==> src/rtl/can_rx_pkg.sv <==
// Shared types and bus-level constants for the CAN receive bit path.
package can_rx_pkg;

    typedef enum logic [1:0] {
        INTEGRATE,
        WAIT_SOF,
        RX,
        ERROR
    } rx_state_e;

    localparam logic RECESSIVE = 1'b1;
    localparam logic DOMINANT  = 1'b0;

    function automatic logic majority3(input logic a, input logic b, input logic c);
        return (a & b) | (a & c) | (b & c);
    endfunction

endpackage

==> src/rtl/can_majority3.sv <==
// Triple-sample accumulator: votes on the 3rd sample, or commits a partial
// accumulation at the next bit-clock rise (two disagreeing samples -> dominant).
module can_majority3
    import can_rx_pkg::*;
(
    input  logic clk,
    input  logic rst,
    input  logic en,
    input  logic can_clk,
    input  logic sample_bit,
    input  logic sample_pulse,
    output logic dec_valid,
    output logic dec_bit
);

    logic       can_clk_q, can_clk_d;
    logic [1:0] cnt_q, cnt_d;
    logic       s0_q, s0_d;
    logic       s1_q, s1_d;
    logic       can_rise;

    assign can_rise = can_clk & ~can_clk_q;

    always_comb begin
        can_clk_d = can_clk;
        cnt_d     = cnt_q;
        s0_d      = s0_q;
        s1_d      = s1_q;
        dec_valid = 1'b0;
        dec_bit   = RECESSIVE;
        if (!en) begin
            cnt_d = '0;
        end else begin
            // A boundary commits the pending bit before a coincident sample opens the next one.
            if (can_rise && cnt_q != 2'd0) begin
                dec_valid = 1'b1;
                dec_bit   = (cnt_q == 2'd1) ? s0_q : (s0_q & s1_q);
                cnt_d     = '0;
            end
            if (sample_pulse) begin
                if (cnt_d == 2'd0) begin
                    s0_d  = sample_bit;
                    cnt_d = 2'd1;
                end else if (cnt_d == 2'd1) begin
                    s1_d  = sample_bit;
                    cnt_d = 2'd2;
                end else begin
                    dec_valid = 1'b1;
                    dec_bit   = majority3(s0_q, s1_q, sample_bit);
                    cnt_d     = '0;
                end
            end
        end
    end

    always_ff @(posedge clk or posedge rst) begin
        if (rst) begin
            can_clk_q <= 1'b0;
            cnt_q     <= '0;
            s0_q      <= RECESSIVE;
            s1_q      <= RECESSIVE;
        end else begin
            can_clk_q <= can_clk_d;
            cnt_q     <= cnt_d;
            s0_q      <= s0_d;
            s1_q      <= s1_d;
        end
    end

endmodule

==> src/rtl/can_bit_destuffer.sv <==
// Bus integration, SOF detection, bit destuffing and stuff-error detection.
// Optional CAN_MULTISAMPLE_EN builds the three-sample majority decision path.
module can_bit_destuffer
    import can_rx_pkg::*;
#(
    parameter int unsigned STUFF_LEN = 5,
    parameter int unsigned IDLE_BITS = 11
) (
    input  logic clk,
    input  logic reset,
    input  logic canClk,
    input  logic sampleBit,
    input  logic samplePulse,
    input  logic multiSelect,
    input  logic destuffEn,
    output logic bitOut,
    output logic bitValid,
    output logic sofPulse,
    output logic stuffErr,
    output logic busIdle
);

    localparam int unsigned SW = $clog2(STUFF_LEN + 1);
    localparam int unsigned RW = $clog2(IDLE_BITS + 1);
    localparam logic [SW-1:0] STUFF_MAX = SW'(STUFF_LEN);
    localparam logic [RW-1:0] IDLE_LAST = RW'(IDLE_BITS - 1);

    logic dec_valid, dec_bit;

`ifdef CAN_MULTISAMPLE_EN
    logic maj_valid, maj_bit;

    can_majority3 u_majority3 (
        .clk          (clk),
        .rst          (reset),
        .en           (multiSelect),
        .can_clk      (canClk),
        .sample_bit   (sampleBit),
        .sample_pulse (samplePulse),
        .dec_valid    (maj_valid),
        .dec_bit      (maj_bit)
    );

    always_comb begin
        dec_valid = multiSelect ? maj_valid : samplePulse;
        dec_bit   = multiSelect ? maj_bit   : sampleBit;
    end
`else
    logic unused_inputs;

    always_comb begin
        dec_valid     = samplePulse;
        dec_bit       = sampleBit;
        unused_inputs = canClk ^ multiSelect;
    end
`endif

    rx_state_e   state_q, state_d;
    logic        run_val_q, run_val_d;
    logic [SW-1:0] run_cnt_q, run_cnt_d;
    logic [RW-1:0] rec_cnt_q, rec_cnt_d;
    logic        bit_out_q, bit_out_d;
    logic        bit_valid_q, bit_valid_d;
    logic        sof_q, sof_d;
    logic        stuff_err_q, stuff_err_d;
    logic        bus_idle_q, bus_idle_d;
    logic        idle_reached;

    // Shared by INTEGRATE, ERROR and the unstuffed tail of RX.
    assign idle_reached = (dec_bit == RECESSIVE) && (rec_cnt_q == IDLE_LAST);

    always_comb begin
        state_d     = state_q;
        run_val_d   = run_val_q;
        run_cnt_d   = run_cnt_q;
        rec_cnt_d   = rec_cnt_q;
        bit_out_d   = bit_out_q;
        bit_valid_d = 1'b0;
        sof_d       = 1'b0;
        stuff_err_d = 1'b0;
        bus_idle_d  = bus_idle_q;

        if (dec_valid) begin
            case (state_q)
                INTEGRATE, ERROR: begin
                    if (idle_reached) begin
                        state_d    = WAIT_SOF;
                        bus_idle_d = 1'b1;
                        rec_cnt_d  = '0;
                    end else if (dec_bit == RECESSIVE) begin
                        rec_cnt_d = rec_cnt_q + 1'b1;
                    end else begin
                        rec_cnt_d = '0;
                    end
                end
                WAIT_SOF: begin
                    if (dec_bit == DOMINANT) begin
                        state_d     = RX;
                        bit_valid_d = 1'b1;
                        bit_out_d   = DOMINANT;
                        sof_d       = 1'b1;
                        bus_idle_d  = 1'b0;
                        run_val_d   = DOMINANT;
                        run_cnt_d   = SW'(1);
                        rec_cnt_d   = '0;
                    end
                end
                RX: begin
                    if (destuffEn) begin
                        rec_cnt_d = '0;
                        if (run_cnt_q < STUFF_MAX) begin
                            bit_valid_d = 1'b1;
                            bit_out_d   = dec_bit;
                            if (dec_bit == run_val_q) begin
                                run_cnt_d = run_cnt_q + 1'b1;
                            end else begin
                                run_val_d = dec_bit;
                                run_cnt_d = SW'(1);
                            end
                        end else if (dec_bit != run_val_q) begin
                            run_val_d = dec_bit;
                            run_cnt_d = SW'(1);
                        end else begin
                            stuff_err_d = 1'b1;
                            state_d     = ERROR;
                        end
                    end else begin
                        bit_valid_d = 1'b1;
                        bit_out_d   = dec_bit;
                        if (idle_reached) begin
                            state_d    = WAIT_SOF;
                            bus_idle_d = 1'b1;
                            rec_cnt_d  = '0;
                        end else if (dec_bit == RECESSIVE) begin
                            rec_cnt_d = rec_cnt_q + 1'b1;
                        end else begin
                            rec_cnt_d = '0;
                        end
                    end
                end
                default: state_d = INTEGRATE;
            endcase
        end
    end

    always_ff @(posedge clk or posedge reset) begin
        if (reset) begin
            state_q     <= INTEGRATE;
            run_val_q   <= RECESSIVE;
            run_cnt_q   <= '0;
            rec_cnt_q   <= '0;
            bit_out_q   <= 1'b0;
            bit_valid_q <= 1'b0;
            sof_q       <= 1'b0;
            stuff_err_q <= 1'b0;
            bus_idle_q  <= 1'b0;
        end else begin
            state_q     <= state_d;
            run_val_q   <= run_val_d;
            run_cnt_q   <= run_cnt_d;
            rec_cnt_q   <= rec_cnt_d;
            bit_out_q   <= bit_out_d;
            bit_valid_q <= bit_valid_d;
            sof_q       <= sof_d;
            stuff_err_q <= stuff_err_d;
            bus_idle_q  <= bus_idle_d;
        end
    end

    assign bitOut   = bit_out_q;
    assign bitValid = bit_valid_q;
    assign sofPulse = sof_q;
    assign stuffErr = stuff_err_q;
    assign busIdle  = bus_idle_q;

endmodule

==> config.mk <==
export PLATFORM = sky130hd
export DESIGN_NAME = can_bit_destuffer
export DESIGN_NICKNAME = d
export VERILOG_FILES = /design/src/rtl/can_rx_pkg.sv /design/src/rtl/can_majority3.sv /design/src/rtl/can_bit_destuffer.sv
export SDC_FILE = /design/constraint.sdc
export NUM_CORES = 1
export LEC_CHECK = 0
export CAP_MARGIN = 20
export CORE_AREA = 4 4 56 45
export CTS_CLUSTER_DIAMETER = 200
export DETAILED_ROUTE_END_ITERATION = 10
export DIE_AREA = 0 0 60 49
export HOLD_SLACK_MARGIN = 0.02
export PLACE_DENSITY = 0.71
export SLEW_MARGIN = 20
export SYNTH_ARGS = -nofsm -noshare
export SYNTH_HDL_FRONTEND = slang
export SYNTH_SLANG_ARGS = --single-unit
==> constraint.sdc <==
create_clock -name clk -period 1.4 [get_ports clk]
set_input_delay 0.28 -clock clk [delete_from_list [all_inputs] [get_ports clk]]
set_output_delay 0.28 -clock clk [all_outputs]
set_load 0.05 [all_outputs]
# Word level (Yosys, flattened, before mapping)

Cells that the tools add are included.

Input bits: 7
Flip-flop bits (word level): 15

Eq/ne operators: 14
$add $sub $neg: 2
$lt $le $gt $ge: 1
Reductions and logical operators: 10
Muxes and demuxes: 41

Operators by type and width:

| cell                                               | number |
|---|---|
| two-way mux 1 bit                                  | 20 |
| two-way mux 4 bit                                  | 4 |
| two-way mux 3 bit                                  | 5 |
| != test 3 bit (second input constant)              | 5 |
| one-hot mux 4 bit (3 select lines)                 | 1 |
| two-way mux 2 bit                                  | 5 |
| AND reduction 4 bit                                | 2 |
| != test 2 bit (second input constant)              | 3 |
| one-hot mux 1 bit (2 select lines)                 | 3 |
| one-hot mux 2 bit (3 select lines)                 | 1 |
| one-hot mux 3 bit (2 select lines)                 | 1 |
| AND reduction 6 bit                                | 1 |
| AND reduction 5 bit                                | 1 |
| adder 4 x 1 -> 4 bit (second input constant)       | 1 |
| == test 2 bit (second input constant)              | 2 |
| == test 4 bit (second input constant)              | 1 |
| adder 3 x 1 -> 3 bit (second input constant)       | 1 |
| less-than comparator 3 bit (second input constant) | 1 |
| one-hot mux 1 bit (3 select lines)                 | 1 |
| AND reduction 3 bit                                | 1 |
| == test 2 x 1 -> 1 bit (second input constant)     | 1 |
| zero test 2 bit                                    | 1 |
| AND reduction 2 bit                                | 1 |
| nonzero test 2 bit                                 | 1 |
| 4 further kinds                                    | 4 |

# Logic depth before layout (Yosys ltp)

Word-level depth: 6
Depth in mapped cells: 7

# Worst setup path before layout

OpenSTA, ideal clock, no wires.

Path kind: reg-to-reg
Start: register state_q[0]
End: register run_cnt_q[1]
Arrival time: 1.382 ns
Cell stages (with the launch flop): 7
Buffers on the path: 0
Data required time: 1.278 ns
Library setup time: 0.122 ns
Setup slack: -0.103 ns
Cells stage by stage: dfrtp_1 inv_1 ha_1 nand2b_4 nor3b_4 o31ai_1 a32o_1

Longest elaborated chain between the ends: 3

RTL lines:

| what                                                           | RTL line                 | text |
|---|---|---|
| from (decl)                                                    | can_bit_destuffer.sv:58  | `rx_state_e state_q, state_d;` |
| from (signal assigned)                                         | can_bit_destuffer.sv:158 | `state_q <= state_d;` |
| == test 2 bit / == test 2 x 1 -> 1 bit (equally long branches) | can_bit_destuffer.sv:84  | `case (state_q)` |
| != test 3 bit (no source line), or another cell as far along   | -                        |  |
| AND reduction 5 bit (no source line)                           | -                        |  |
| to (signal assigned)                                           | can_bit_destuffer.sv:160 | `run_cnt_q <= run_cnt_d;` |
| to (decl)                                                      | can_bit_destuffer.sv:60  | `logic [SW-1:0] run_cnt_q, run_cnt_d;` |

Parallel ways exist; a longest one is shown, timed or not.
A chain may end at the register's enable or synchronous reset.

# Final worst setup path

Start: register state_q[0]
End: register rec_cnt_q[3]

Longest elaborated chain between the ends: 3

RTL lines:

| what                                                                             | RTL line                 | text |
|---|---|---|
| == test 2 bit, or another cell as far along                                      | can_bit_destuffer.sv:84  |  |
| OR reduction 2 bit / != test 2 bit (equally long branches)                       | -                        |  |
| one-hot mux 4 bit (3 select lines) / AND reduction 2 bit (equally long branches) | -                        |  |
| to (signal assigned)                                                             | can_bit_destuffer.sv:161 | `rec_cnt_q <= rec_cnt_d;` |
| to (decl)                                                                        | can_bit_destuffer.sv:61  | `logic [RW-1:0] rec_cnt_q, rec_cnt_d;` |

Parallel ways exist; a longest one is shown, timed or not.

==> impl_metrics.json <==
{
  "drc": 0,
  "setup_viol": 5,
  "placed_cells": 145,
  "hold_violations": 0,
  "netSwitchingFraction_pct": 39.7,
  "avgSynthCellArea_um2": 9.50,
  "rsz0062_at_grt": "true",
  "synth_area_leaders": "dfrtp_1, ha_1, o21ai_0",
  "p_int_mw": 1.50,
  "die_x_um": 60,
  "port_buffers": 9,
  "status": "finished with violations",
  "power.total_mw": 2.49,
  "num_vias": 808,
  "grt_use_total_pct": 14.9,
  "yosysTopAreaCellShare_pct": 38.8,
  "dr_wl_met2_um": 939,
  "cts_sinks": 15,
  "ir_worst_vdd_mv": 1.10,
  "p_leak_nw": 0.564,
  "antenna_left": 0,
  "slew_viol_final": 0,
  "relSlewSlack_pct": 79.2,
  "crit_arrival_ns": 1.69,
  "cp_top_family": "simple AND/OR/NAND/NOR gates",
  "detailroute.wirelength.met3_um": 81,
  "dpl.hpwl_um": 1460,
  "core_mm2": 0.00196,
  "synthCells": 95,
  "synth_most_common_cell": "dfrtp_1",
  "synth-async-reset-ratio_pct": 100,
  "period_share_pct": 106,
  "finish.utilization_pct": 67.2,
  "synth-seq-cells": 15,
  "start_kind": "flop",
  "antenna_found_initial": 0,
  "path_clk_slew_ns": 0.09,
  "ioPinCount": 12,
  "cp_max_fo": 5,
  "wl_per_cell_um": 13.1,
  "nets": 141,
  "grt_max_degree": 16,
  "gp_congestion": 0.838,
  "holdCritPathClass": "in2async",
  "violations": "negative setup slack",
  "cts_inserted_buffers": 3,
  "holdWs_ns": 0.291,
  "fillCellCount": 157,
  "clk_latency_ns": 0.29,
  "fmax_ghz": 0.672,
  "critical_path_class": "reg2reg",
  "p_seq_share_pct": 28.8,
  "cp_cell_sequence": "inv_2 > ha_4 > nor2b_4 > o211ai_2 > or2_4 > o31ai_2",
  "ys_seq_area_share_pct": 41.7,
  "p_clk_share_pct": 10.2,
  "drt_iter0_markers": 32,
  "comb_power_share_pct": 61.0,
  "synth_ff_type": "dfrtp_1",
  "routed_via_density": 5.32,
  "dpl-instance-area_mm2": 0.00122,
  "fp.dieH_um": 49,
  "fin_cells": 152,
  "seq_area_um2": 377,
  "cts-hold-fix-buffers": 0,
  "synth-edff-count": 0,
  "cpMaxStageDelayCell": "dfrtp_1",
  "multiInputGateArea_um2": 551,
  "end_kind": "flop",
  "htree_levels": 1,
  "cts-root-buf": "clkbuf_4",
  "synth_cell_types": 37,
  "finalInstanceArea_mm2": 0.00132,
  "top_layer": "met4",
  "wirelength_um": 2000,
  "power_density_mw_per_mm2": 1890,
  "diodes": 0,
  "worst_slack_ns": -0.0872,
  "p_sw_mw": 0.988,
  "syn_nets": 107,
  "synth_common_cells": "dfrtp_1, o21ai_0, nand2_1",
  "required_ns": 1.61,
  "syn_area_um2": 902,
  "worstMarginPinSlew_ns": 0.310,
  "drive_gt1_share_pct": 39.1,
  "fin_crit_ns": 1.49,
  "grt_pass1_vias": 771,
  "rows": 14,
  "cap_violations": 0,
  "drtPass1Iterations": 4,
  "grt-ovfl-total": 0,
  "cts_tree": "built",
  "slowest_delay_ns": 0.40,
  "wl_met1_um": 969,
  "finClkSkew_ns": 0.00360,
  "clock_path_buffers": 2,
  "grt_pass1_wl_um": 3370,
  "start_util_pct": 46.0,
  "crit_buf_inv": 1,
  "yosysTopAreaCell": "dfrtp_1",
  "die_area_mm2": 0.00294,
  "yosys_warnings": 0,
  "syn2layout_area_growth_pct": 46.2
}
kinds of logic (layout without fill, tap and decap cells):
group | Yosys count | count (layout) | share of synthesized area [%]
AOI/OAI and AO/OA | 34 | 34 | 24.3
and+or+nand+nor | 29 | 29 | 20.4
DFF | 15 | 15 | 41.7
buffers and inverters | 10 | 43 | 4.72
adders and majority gates | 5 | 5 | 6.93
xor gates and xnor gates | 2 | 2 | 1.94
worst paths after layout:
| kind | startpoint | to | slack, ns | cells past startpoint |
|---|---|---|---|---|
| max | state_q[0]$_DFFE_PP0P_ | rec_cnt_q[3]$_DFFE_PP0P_ | -0.09 | 6 |
| min | reset | state_q[0]$_DFFE_PP0P_ | 0.29 | 3 |
| max reg2reg | state_q[0]$_DFFE_PP0P_ | rec_cnt_q[3]$_DFFE_PP0P_ | -0.09 | 6 |
| min reg2reg | run_val_q$_DFFE_PP1P_ | run_val_q$_DFFE_PP1P_ | 0.56 | 2 |
| max in group asynchronous | reset | run_val_q$_DFFE_PP1P_ | 0.86 | 3 |
| min in group clk | run_val_q$_DFFE_PP1P_ | run_val_q$_DFFE_PP1P_ | 0.56 | 2 |
state kept, by name, summed over array words and instances, names as in the netlist:
signal	flops
busIdle	1
run_cnt_q	3
run_val_q	1
sofPulse	1
state_q	2
bitOut	1
rec_cnt_q	4
bitValid	1
stuffErr	1
timing repair:
item | CTS | global route
pin swaps | 4 | 0
resized for setup | 4 | 10
setup buffers | 3 | 0
setup endpoints to repair | 6 | 10
hold endpoints to repair | 0 | 0
per-stage QoR:
stage               setup TNS (ns)  worst slack, ns
finish                      -0.356          -0.0872
global route                 -1.06           -0.189
CTS                         -0.322          -0.0790
detailed placement           -2.68           -0.279
global placement             -2.41           -0.252
floorplan                  -0.0614          -0.0394
worst reg2reg max path, cell delays in order, from the launching register on:
cell,delay [ns]
dfrtp_1,0.40
inv_2,0.08
ha_4,0.15
nor2b_4,0.19
o211ai_2,0.11
or2_4,0.27
o31ai_2,0.20
power groups by stage:
stage / logic [mW] / clock network (mW) / registers [mW]
floorplan: 0.649 / 0 / 0.819
global placement: 1.32 / 0 / 0.713
detailed placement: 1.35 / 0 / 0.719
CTS: 1.46 / 0.264 / 0.710
global route: 1.66 / 0.286 / 0.742
finish: 1.52 / 0.254 / 0.716
layer usage:
metal / vias to the layer above / track usage (%)
met5: - / 0
met4: 0 / 3.32
met3: 2 / 6.08
met2: 11 / 23.4
met1: 378 / 19.0
li1: 417 / -
final cells by class:
type	count	area share [%]
multi-input cells	70	41.7
flip-flops and latches	15	28.6
repair buffers	31	23.2
inverters	8	2.28
well taps	24	2.28
clock buffers	4	1.99
layout by cell type (no fill, tap or decap), types with 2 or more instances in the layout:
| cell | n |
|---|---|
| buf_4 | 22 |
| dfrtp_1 | 14 |
| nand2_1 | 9 |
| o21ai_0 | 7 |
| inv_1 | 7 |
| a21oi_1 | 5 |
| buf_12 | 5 |
| o21ai_2 | 4 |
| clkdlybuf4s50_1 | 4 |
| o21ai_1 | 3 |
| nand2b_1 | 3 |
| ha_1 | 3 |
| clkbuf_4 | 3 |
| a2bb2oi_1 | 2 |
| a21oi_2 | 2 |
| a31oi_1 | 2 |
| nand3_1 | 2 |
| nor2_1 | 2 |
| o31ai_1 | 2 |
| nor3_1 | 2 |
| ha_4 | 2 |
No activity file was read; power rests on OpenSTA's default activity.
